$ cat src/rtl/mem_access_responder.sv
// mem_access_responder: AR-latched single-word SRAM responder with fixed wait states and a one-deep pending slot.
// Define MEM_PARITY_EN to add an even-parity bit on the SRAM data buses and the parity_error output.
module mem_access_responder #(
    parameter int word_size   = 32,
    parameter int addr_size   = 10,
    parameter int mem_depth   = 1024,
    parameter int wait_cycles = 2
) (
    input  logic                 clock,
    input  logic                 reset,
    input  logic                 load_ar,
    input  logic [word_size-1:0] addr_in,
    input  logic                 load_mem,
    input  logic                 store_mem,
    input  logic [word_size-1:0] data_in,
    output logic [word_size-1:0] data_out,
    output logic                 data_valid,
    output logic                 write_done,
    output logic                 busy,
    output logic                 bus_error,
    output logic                 overrun,
    output logic                 sram_ce,
    output logic                 sram_we,
    output logic [addr_size-1:0] sram_addr,
`ifdef MEM_PARITY_EN
    output logic [word_size:0]   sram_wdata,
    input  logic [word_size:0]   sram_rdata,
    output logic                 parity_error
`else
    output logic [word_size-1:0] sram_wdata,
    input  logic [word_size-1:0] sram_rdata
`endif
);
    localparam logic [1:0] st_idle = 2'd0, st_setup = 2'd1, st_wait = 2'd2, st_complete = 2'd3;

    logic [1:0]           state, next_state;
    logic [3:0]           cnt;
    logic [word_size-1:0] ar, eff_addr, cur_data, pend_data, l_data;
    logic [addr_size-1:0] cur_addr, pend_addr, l_addr;
    logic                 cur_we, cur_oor, pend_we, pend_oor, pend_valid;
    logic                 req, req_oor, can_launch, launch, to_pend, drop, last_cycle, l_we, l_oor;
`ifdef MEM_PARITY_EN
    logic                 perr;
`endif

    assign req        = load_mem | store_mem;
    assign eff_addr   = load_ar ? addr_in : ar;
    assign req_oor    = eff_addr >= word_size'(mem_depth);
    assign can_launch = state == st_idle || state == st_complete;
    // A waiting request always goes first; a new one only launches directly when the slot is empty.
    assign launch     = can_launch && (pend_valid || req);
    assign to_pend    = req && !can_launch && !pend_valid;
    assign drop       = req && pend_valid;
    assign l_we       = pend_valid ? pend_we   : store_mem;
    assign l_oor      = pend_valid ? pend_oor  : req_oor;
    assign l_addr     = pend_valid ? pend_addr : eff_addr[addr_size-1:0];
    assign l_data     = pend_valid ? pend_data : data_in;
    assign last_cycle = (state == st_setup && wait_cycles == 0) ||
                        (state == st_wait && cnt == 4'(wait_cycles - 1));

    assign next_state = launch                ? (l_oor ? st_complete : st_setup)
                      : state == st_setup     ? (wait_cycles == 0 ? st_complete : st_wait)
                      : state == st_wait      ? (last_cycle ? st_complete : st_wait)
                      : state == st_complete  ? st_idle
                      : state;

    always_ff @(posedge clock or negedge reset) begin
        if (!reset) begin
            state      <= st_idle;
            cnt        <= '0;
            ar         <= '0;
            cur_we     <= 1'b0;
            cur_oor    <= 1'b0;
            cur_addr   <= '0;
            cur_data   <= '0;
            pend_valid <= 1'b0;
            pend_we    <= 1'b0;
            pend_oor   <= 1'b0;
            pend_addr  <= '0;
            pend_data  <= '0;
            data_out   <= '0;
            overrun    <= 1'b0;
`ifdef MEM_PARITY_EN
            perr       <= 1'b0;
`endif
        end else begin
            state <= next_state;
            cnt   <= state == st_wait ? cnt + 4'd1 : 4'd0;
            if (load_ar)
                ar <= addr_in;
            if (launch) begin
                cur_we   <= l_we;
                cur_oor  <= l_oor;
                cur_addr <= l_addr;
                cur_data <= l_data;
            end
            if (launch && l_oor && !l_we) begin
                data_out <= '0;
`ifdef MEM_PARITY_EN
                perr     <= 1'b0;
`endif
            end else if (last_cycle && !cur_we) begin
                data_out <= sram_rdata[word_size-1:0];
`ifdef MEM_PARITY_EN
                perr     <= sram_rdata[word_size] != ^sram_rdata[word_size-1:0];
`endif
            end
            if (launch && pend_valid)
                pend_valid <= 1'b0;
            else if (to_pend) begin
                pend_valid <= 1'b1;
                pend_we    <= store_mem;
                pend_oor   <= req_oor;
                pend_addr  <= eff_addr[addr_size-1:0];
                pend_data  <= data_in;
            end
            if (drop || (load_mem && store_mem))
                overrun <= 1'b1;
        end
    end

    assign sram_ce    = state == st_setup || state == st_wait;
    assign sram_we    = sram_ce && cur_we;
    assign sram_addr  = sram_ce ? cur_addr : '0;
    assign data_valid = state == st_complete && !cur_we;
    assign write_done = state == st_complete && cur_we;
    assign bus_error  = state == st_complete && cur_oor;
    assign busy       = state != st_idle || pend_valid;
`ifdef MEM_PARITY_EN
    assign sram_wdata   = sram_we ? {^cur_data, cur_data} : '0;
    assign parity_error = data_valid && perr;
`else
    assign sram_wdata   = sram_we ? cur_data : '0;
`endif
endmodule

$ cat config.mk
export PLATFORM = sky130hd
export DESIGN_NAME = mem_access_responder
export DESIGN_NICKNAME = d
export VERILOG_FILES = /design/src/rtl/mem_access_responder.sv
export SDC_FILE = /design/constraint.sdc
export NUM_CORES = 1
export LEC_CHECK = 0
export CORE_AREA = 8 8 130 132
export DETAILED_ROUTE_END_ITERATION = 7
export DIE_AREA = 0 0 138 140
export PLACE_DENSITY = 0.79
export SETUP_SLACK_MARGIN = 0.15
export SYNTH_ARGS = -nofsm -noshare
export SYNTH_HDL_FRONTEND = slang
export SYNTH_SLANG_ARGS = --single-unit
$ cat constraint.sdc
create_clock -name clock -period 2.4 [get_ports clock]
set_clock_uncertainty 0.2 [all_clocks]
set_input_delay 0.48 -clock clock [delete_from_list [all_inputs] [get_ports clock]]
set_output_delay 0.48 -clock clock [all_outputs]
set_load 0.05 [all_outputs]
### After elaboration in Yosys (flattened, before gate mapping)

Cells that the tools add are included.

* register bits after elaboration: 160

* equality and inequality tests: 4
* mux-type cells: 18
* reduce and logical (&&, ||, !) cells: 29
* order comparisons: 1
* add/subtract/negate cells: 1
* bitwise operators: 2

Operators by type and width (number)
* $mux W32: 5
* $ge A32 B11 Y1 const B: 1
* $mux W10: 2
* $logic_and A1 B1 Y1: 14
* $mux W2: 5
* $reduce_bool A2 Y1: 3
* $logic_or A1 B1 Y1: 5
* $mux W1: 5
* $add A4 B1 Y4 const B: 1
* $eq A2 B2 Y1 const B: 2
* $eq A4 B1 Y1 const B: 1
* $logic_not A1 Y1: 4
* $mux W4: 1
* $reduce_bool A4 Y1: 1
* $eq A2 B1 Y1 const B: 1
* $logic_not A2 Y1: 1
* $reduce_and A2 Y1: 1
* $not A1 Y1: 1
* $or A1 B1 Y1: 1

### Logic depth before layout (Yosys ltp)

Gate-level depths: netlist of the first run.

* depth after elaboration: 7
* depth in mapped cells: 8
* gate-level depth less buffers: 6

### Worst setup path after synthesis of the first run

OpenSTA, ideal clock, no wires.

* path kind: reg2out
* start: register state[0]
* end: output port sram_wdata[23]
* buffers on the path: 2
* data required time: 1.720 ns
* arrival time: 1.978 ns
* stages on the path, launching flop included: 6
* setup slack: -0.258 ns
* cell sequence: dfrtp_1 -> inv_1 -> ha_1 -> clkbuf_1 -> clkbuf_1 -> and3_1

* word-level cells in the longest chain between the ends: 4
* elaborated cells on any way between the ends: 5
* those cells by class: 2 x eq/ne; 1 x mux; 2 x reduce/logical

RTL lines
* start, declared: line 36 `logic [1:0] state, next_state;`
* start signal, assigned: line 69 `state <= st_idle;`
* start signal, assigned: line 87 `state <= next_state;`
* $eq A2 B1 Y1 or $eq A2 B2 Y1 (tied branches): line 122 `assign sram_ce = state == st_setup || state == st_wait;`
* $logic_or A1 B1 Y1 (*): line 122
* net sram_ce: line 22 `output logic sram_ce,`
* $logic_and A1 B1 Y1 (*): line 123 `assign sram_we = sram_ce && cur_we;`
* $mux W32 (*): line 133 `assign sram_wdata = sram_we ? cur_data : '0;`
* end, declared: line 30 `output logic [word_size-1:0] sram_wdata,`

The timed path passes the listed nets; every way through them passes the cells marked *.

### Worst setup path after layout of the first run

* start: register state[1]
* end: output port sram_wdata[25]

* word-level cells in the longest chain between the ends: 4
* elaborated cells on any way between the ends: 5
* those cells by class: 2 x eq/ne; 1 x mux; 2 x reduce/logical

RTL lines (line)
* $eq A2 B1 Y1 or $eq A2 B2 Y1 (tied branches): 122
* $logic_or A1 B1 Y1 (*): 122
* $logic_and A1 B1 Y1 (*): 123
* $mux W32 (*): 133

Every way passes the cells marked *; elsewhere a longest branch is shown, timed or not.

==> results of run 1 <==
==> synth_stat cells <==
cell type	instances	share of area [%]
nor2_1	25	1.3
o21a_1	1	0.11
nand2_1	110	5.8
and3_1	32	2.8
xnor2_1	1	0.12
inv_2	1	0.053
mux2i_1	44	6.2
o31a_1	2	0.25
a221oi_4	1	0.37
a21oi_1	25	1.8
nor4_1	10	0.88
inv_1	14	0.74
clkbuf_1	27	1.4
buf_6	4	0.63
a211oi_2	1	0.18
mux2_2	54	8.6
o21bai_1	1	0.11
o21ai_1	9	0.63
dfrtp_1	160	56
nor4_4	1	0.30
nand3_2	1	0.14
a21o_1	1	0.11
nand4_1	1	0.088
or2_2	1	0.088
o21ai_0	36	2.5
or2_1	1	0.088
a22o_1	1	0.12
xor2_1	1	0.12
nand3b_1	1	0.11
buf_2	13	0.92
a21oi_2	30	3.7
nor3_1	2	0.14
and2_1	15	1.3
nor2b_1	5	0.44
nand4bb_1	1	0.16
buf_1	1	0.053
ha_1	6	1.1
nand3_1	2	0.14
==> kinds of logic after synthesis <==
kind of cell | share of synthesized area, %
AND/OR/NAND/NOR | 13.85
XOR/XNOR | 0.2467
multiplexers | 14.77
flip-flops | 56.39
adder cells (fa/ha/maj) | 1.057
AO/OA/AOI/OAI | 9.868
buffers and inverters | 3.824
==> per-stage QoR <==
step                      worst slack (ps)  area [um^2]  setup TNS, ps
after floorplan                      161.7         7287              0
after global placement              -144.7         9832          -3539
after detailed placement            -300.7         9832          -8290
after CTS                           -17.97        10500         -133.5
after global routing                -68.48        10660          -1847
final                               -4.916        10660         -4.916
==> state kept, by name (all words and copies together) (netlist names) <==
name        cells
pend_data      32
cnt             4
cur_oor         1
cur_we          1
data_out       32
pend_we         1
cur_addr       10
pend_addr      10
pend_oor        1
ar             32
state           2
overrun         1
cur_data       32
pend_valid      1
==> area by class of cell <==
| type | count | area (um^2) | area share [%] |
|---|---|---|---|
| Clock inverter | 12 | 155.1 | 1.456 |
| Inverter | 15 | 56.30 | 0.5283 |
| Clock buffer | 19 | 452.9 | 4.250 |
| Timing Repair Buffer | 212 | 2660 | 24.96 |
| Sequential cell | 160 | 4005 | 37.58 |
| Multi-Input combinational cell | 422 | 3093 | 29.02 |
| Tap cell | 188 | 235.2 | 2.207 |
==> per-layer routing <==
layer  wire length, um  track usage (%)
met1              7781            22.79
met5                 0                0
met2              9855            33.56
met4               320            6.350
met3              1327            7.032
==> worst max-delay path by stage <==
stage | end | from | slack (ps)
floorplan | pend_addr[0] | state[0] | 160
global placement | state[1] | addr_in[27] | -140
detailed placement | state[1] | addr_in[26] | -300
CTS | sram_wdata[25] | state[1] | -20
global route | sram_wdata[25] | state[1] | -70
finish | sram_wdata[25] | state[1] | -5
==> where the power goes <==
group	leakage [nW]	switching (mW)	internal, mW
clock network	0.296	1.10	1.69
logic	2.47	5.24	4.08
registers	1.96	0.650	3.84
==> worst max-delay path: cells and delay by family (launching register included) <==
family | cells | cell delay (ps)
adder cells (fa/ha/maj) | 1 | 350
buffers and inverters | 3 | 370
AND/OR/NAND/NOR | 1 | 210
flip-flops | 1 | 370
==> what timing repair did <==
item / 4_1_cts / 5_1_grt
setup buffers: 4 / 3
pin swaps: 3 / 7
gates resized for setup: 43 / 18
endpoints found under the hold margin: 36 / 0
setup endpoints to repair: 78 / 80
hold buffers: 1 / 0
cloned: 1 / 3
==> impl_metrics.py, run 1 <==
metrics = {
    "run_status": {
        "outcome": "finished with violations",
        "violations": "negative setup slack",
    },
    "critical_path": {
        "crit_fanout": 15,
        "cp_cell_sequence": "inv_2 -> ha_4 -> buf_12 -> and3_4 -> buf_12",
        "crit_path_start_kind": "register",
        "path_class": "register to output port",
        "r2r-end": "data_out[23]",
        "crit_top_cell": "buf_12",
        "cp.arrival_ps": 1720,
        "rr_startpoint": "state[1]",
        "reg2reg_depth": 8,
        "max_stage_delay_ps": 370,
        "critical-path-slowest-cell": "dfrtp_1",
        "r2r_setup_slack_ps": 190,
        "required_ps": 1720,
        "crit_path_end_kind": "output port",
    },
    "placed_design": {
        "numPortBuffers": 181,
        "dp_hpwl_um": 13200,
        "routabilityCongestion": 0.7995,
        "placed_cells": 985,
    },
    "die": {
        "num_rows": 45,
        "start_util_pct": 47.77,
        "ioPinCount": 182,
        "die_w_um": 138,
        "die-area_mm2": 0.01932,
        "die_h_um": 140,
        "fp.coreArea_mm2": 0.01486,
    },
    "route": {
        "drt_drc_violations_left": 0,
        "wirelength_um": 19280,
        "wire_per_inst_um": 18.76,
        "drt_iter0_drc": 262,
        "drt.antenna.violating_nets": 0,
        "firstDrtPassIters": 4,
        "vias": 5511,
        "vias_per_cell": 5.361,
    },
    "sta": {
        "rsz0062_at_grt": "true",
        "max_clock_freq_mhz": 415.8,
        "relSlewSlack_pct": 49.71,
        "drv_slew": 0,
        "fin_crit_ps": 2405,
        "hold_viol_final": 0,
        "setup_slack_ps": -4.916,
        "min_period_over_period_pct": 100.2,
        "tightest_slew_ps": 754.3,
        "setup_viol": 1,
        "hold_ws_ps": 195.9,
    },
    "yosys": {
        "post_synth.cell_area_avg_um2": 11.06,
        "synth.distinct_cells": 38,
        "synthCells": 642,
        "synth_warnings": 0,
        "ys_ff_latch": 160,
        "ys_seq_area_share_pct": 56.39,
        "syn-num-nets": 749,
        "syn_area_mm2": 0.007101,
    },
    "clock_tree": {
        "clock-root-buffer": "clkbuf_16",
        "cts-buffers-inserted": 17,
        "clock_sinks": 160,
        "clk_pin_slew_ps": 60,
        "h-tree-depth": 4,
        "clk_path_buf_depth": 2,
        "worst_skew_pair.late_latency_ps": 420,
        "cts_tree": "done",
    },
    "power_and_ir_drop": {
        "p_leak_nw": 4.719,
        "power_mw": 16.60,
        "power.density_mw_per_mm2": 1557,
        "peakVddDrop_v": 0.0008170,
    },
    "grt": {
        "grt_pass1_wl_um": 31170,
        "grt_pass1_vias": 6046,
        "grt_max_degree": 55,
        "gr-total-overflow": 0,
        "grt_use_total_pct": 19.74,
        "antenna_found_initial": 0,
    },
    "final_layout": {
        "final_util_pct": 71.70,
        "fillers": 1028,
        "fin_nets": 935,
        "area_growth_syn_to_layout_pct": 50.10,
        "final_cell_mix": "159 x dfrtp_1, 110 x nand2_1, 95 x clkdlybuf4s50_1",
        "drive_gt1_share_pct": 30.83,
        "antenna_cells": 0,
        "mostFrequentLayoutCell": "dfrtp_1",
        "final_cell_count_no_fill": 1028,
    },
    "worst_hold_path": {
        "hp-class": "primary input to register",
        "hp-start": "addr_in[23]",
        "whs_endpoint": "ar[23]",
        "holdPathStages": 2,
    },
    "run": {
        "drv_cap": 0,
    },
}
Power figures use the tool's default switching activity.
==> run 2, diff against run 1 <==
==> config.mk (replaced) <==
export PLATFORM = sky130hd
export DESIGN_NAME = mem_access_responder
export DESIGN_NICKNAME = d
export VERILOG_FILES = /design/src/rtl/mem_access_responder.sv
export SDC_FILE = /design/constraint.sdc
export NUM_CORES = 1
export LEC_CHECK = 0
export CORE_AREA = 2 2 124 126
export DETAILED_ROUTE_END_ITERATION = 7
export DIE_AREA = 0 0 126 128
export PLACE_DENSITY = 0.9
export SETUP_SLACK_MARGIN = 0.05
export SYNTH_ARGS = -nofsm -noshare
export SYNTH_HDL_FRONTEND = slang
export SYNTH_SLANG_ARGS = --single-unit
==> run 2 against run 1 <==
Compared with the run above: the run still ends with negative setup slack left; design area grew 0.42%; non-clock buffer count grew 6; clock power shrank 3%; routed wire length shrank 6.3%; register-to-register slack lost 110 ps; global-route usage grew 2.6 points; sequential share of layout area shrank 0.13 points; clock-buffer cell count grew 1; worst setup slack lost 31 ps; critical endpoint is now sram_addr[5].
==> impl_metrics.py, run 2 (synthesis gave the netlist of run 1 again) <==
metrics = {
    "run_status": {
        "outcome": "finished with violations",
        "violations": "negative setup slack",
    },
    "sta": {
        "max_clock_freq_mhz": 410.6,
        "min_period_over_period_pct": 101.5,
        "tns_ps": -215.2,
        "fin_crit_ps": 2436,
        "rsz0062_at_grt": "true",
        "setup_slack_ps": -35.52,
        "tightest_slew_ps": 546.7,
        "drv_slew": 0,
        "relSlewSlack_pct": 63.44,
        "setup_viol": 19,
        "hold_viol_final": 0,
    },
    "power_and_ir_drop": {
        "p_leak_nw": 4.586,
        "power.density_mw_per_mm2": 1549,
        "peakVddDrop_v": 0.0009519,
    },
    "critical_path": {
        "max_stage_delay_ps": 400,
        "cp_cell_sequence": "inv_2 -> ha_4 -> buf_8 -> buf_12 -> and2_2 -> buf_12",
        "crit_path_start_kind": "register",
        "crit_path_end_kind": "output port",
        "crit_top_cell": "buf_12",
        "critical-path-slowest-cell": "dfrtp_1",
        "crit_fanout": 4,
        "path_class": "register to output port",
        "r2r_setup_slack_ps": 80,
        "required_ps": 1720,
        "cp.arrival_ps": 1760,
    },
    "placed_design": {
        "routabilityCongestion": 0.7911,
        "numPortBuffers": 181,
        "dpl_cell_area_mm2": 0.009804,
        "dp_hpwl_um": 11790,
    },
    "clock_tree": {
        "cts_tree": "done",
        "h-tree-depth": 4,
        "cts-buffers-inserted": 17,
        "clk_path_buf_depth": 2,
        "clock-root-buffer": "clkbuf_16",
        "clock_sinks": 160,
        "clk_pin_slew_ps": 60,
        "worst_skew_pair.late_latency_ps": 420,
    },
    "route": {
        "wire_per_inst_um": 17.50,
        "drt_iter0_drc": 244,
        "vias": 5393,
        "wirelength_um": 18070,
        "drt.antenna.violating_nets": 0,
        "firstDrtPassIters": 4,
        "vias_per_cell": 5.221,
        "drt_drc_violations_left": 0,
    },
    "die": {
        "ioPinCount": 182,
        "die-area_mm2": 0.01613,
        "start_util_pct": 47.77,
        "fp.coreArea_mm2": 0.01486,
        "die_h_um": 128,
        "num_rows": 45,
        "die_w_um": 126,
    },
    "grt": {
        "gr-total-overflow": 0,
        "antenna_found_initial": 0,
        "grt_pass1_wl_um": 28630,
        "grt_use_total_pct": 22.37,
        "grt_pass1_vias": 5637,
        "grt_max_degree": 66,
    },
    "run": {
        "drv_cap": 0,
    },
    "worst_hold_path": {
        "hp-class": "primary input to register",
    },
    "final_layout": {
        "antenna_cells": 0,
        "fin_nets": 941,
        "final_cell_mix": "159 x dfrtp_1, 126 x clkdlybuf4s50_1, 110 x nand2_1",
        "drive_gt1_share_pct": 31.24,
        "fillers": 993,
        "mostFrequentLayoutCell": "dfrtp_1",
        "area_growth_syn_to_layout_pct": 50.73,
        "final_area_mm2": 0.01070,
    },
}
[run 2: worst max-delay path: cells and delay by family, from the launching register on]
| family | cells | cell delay (ps) |
|---|---|---|
| buf+inv | 4 | 490 |
| flops | 1 | 400 |
| fa+ha+maj | 1 | 280 |
| simple gates | 1 | 180 |
[run 2: worst paths after layout]
kind,from,to,cells past startpoint
worst max register to register,state[1],pend_data[19],8
worst min register to register,cur_data[5],cur_data[5],2
worst max-delay path,state[1],sram_addr[5],6
worst min-delay path,addr_in[23],ar[23],2
max in group asynchronous,reset,data_out[26],3
min in group asynchronous,reset,ar[5],2
[run 2: power by group]
| part | internal (mW) | total [mW] | switching [mW] |
|---|---|---|---|
| clock | 1.67 | 2.71 | 1.04 |
| sequential | 3.84 | 4.46 | 0.613 |
| combinational | 4.22 | 9.41 | 5.19 |
[run 2: cell type report]
| cell class | instances | area, um^2 | area share (%) |
|---|---|---|---|
| clock buffer | 20 | 456.7 | 4.267 |
| clock inverter | 10 | 137.6 | 1.286 |
| inverter | 15 | 56.30 | 0.5261 |
| multi-input combinational | 422 | 3080 | 28.78 |
| sequential | 160 | 4008 | 37.44 |
| tap | 188 | 235.2 | 2.198 |
| timing repair buffer | 218 | 2729 | 25.50 |
[run 2: metrics by stage]
step / worst slack [ps] / total power [mW] / utilization (%) / std cells / hold WS [ps]
2_1_floorplan: 118.0 / 9.926 / - / 642 / -15.59
3_3_place_gp: -165.9 / 12.93 / 65.96 / 988 / 172.5
3_5_place_dp: -234.0 / 13.18 / 65.96 / 988 / 176.3
4_1_cts: 6.932 / 16.19 / 70.65 / 1024 / 284.9
5_1_grt: -69.16 / 17.46 / 72.00 / 1033 / 163.9
6_report: -35.52 / 16.58 / 72.00 / 1033 / 169.8
[run 2: routing by layer]
layer / vias to the layer above / GRT usage (%) / part of all wire, % / routed length (um)
met3: 21 / 5.467 / 4.8 / 871
met4: 0 / 8.209 / 1.7 / 307
met2: 154 / 38.05 / 52 / 9373
met1: 2642 / 27.89 / 42 / 7521
li1: 2576 / - / - / -
met5: - / 0 / 0 / 0
[run 2: what timing repair did]
action	4_1_cts	5_1_grt
pin swaps	2	7
setup buffers	5	7
setup endpoints to repair	45	78
hold endpoints to repair	26	0
hold buffers	1	0
resized for setup	16	26
gates cloned	0	2
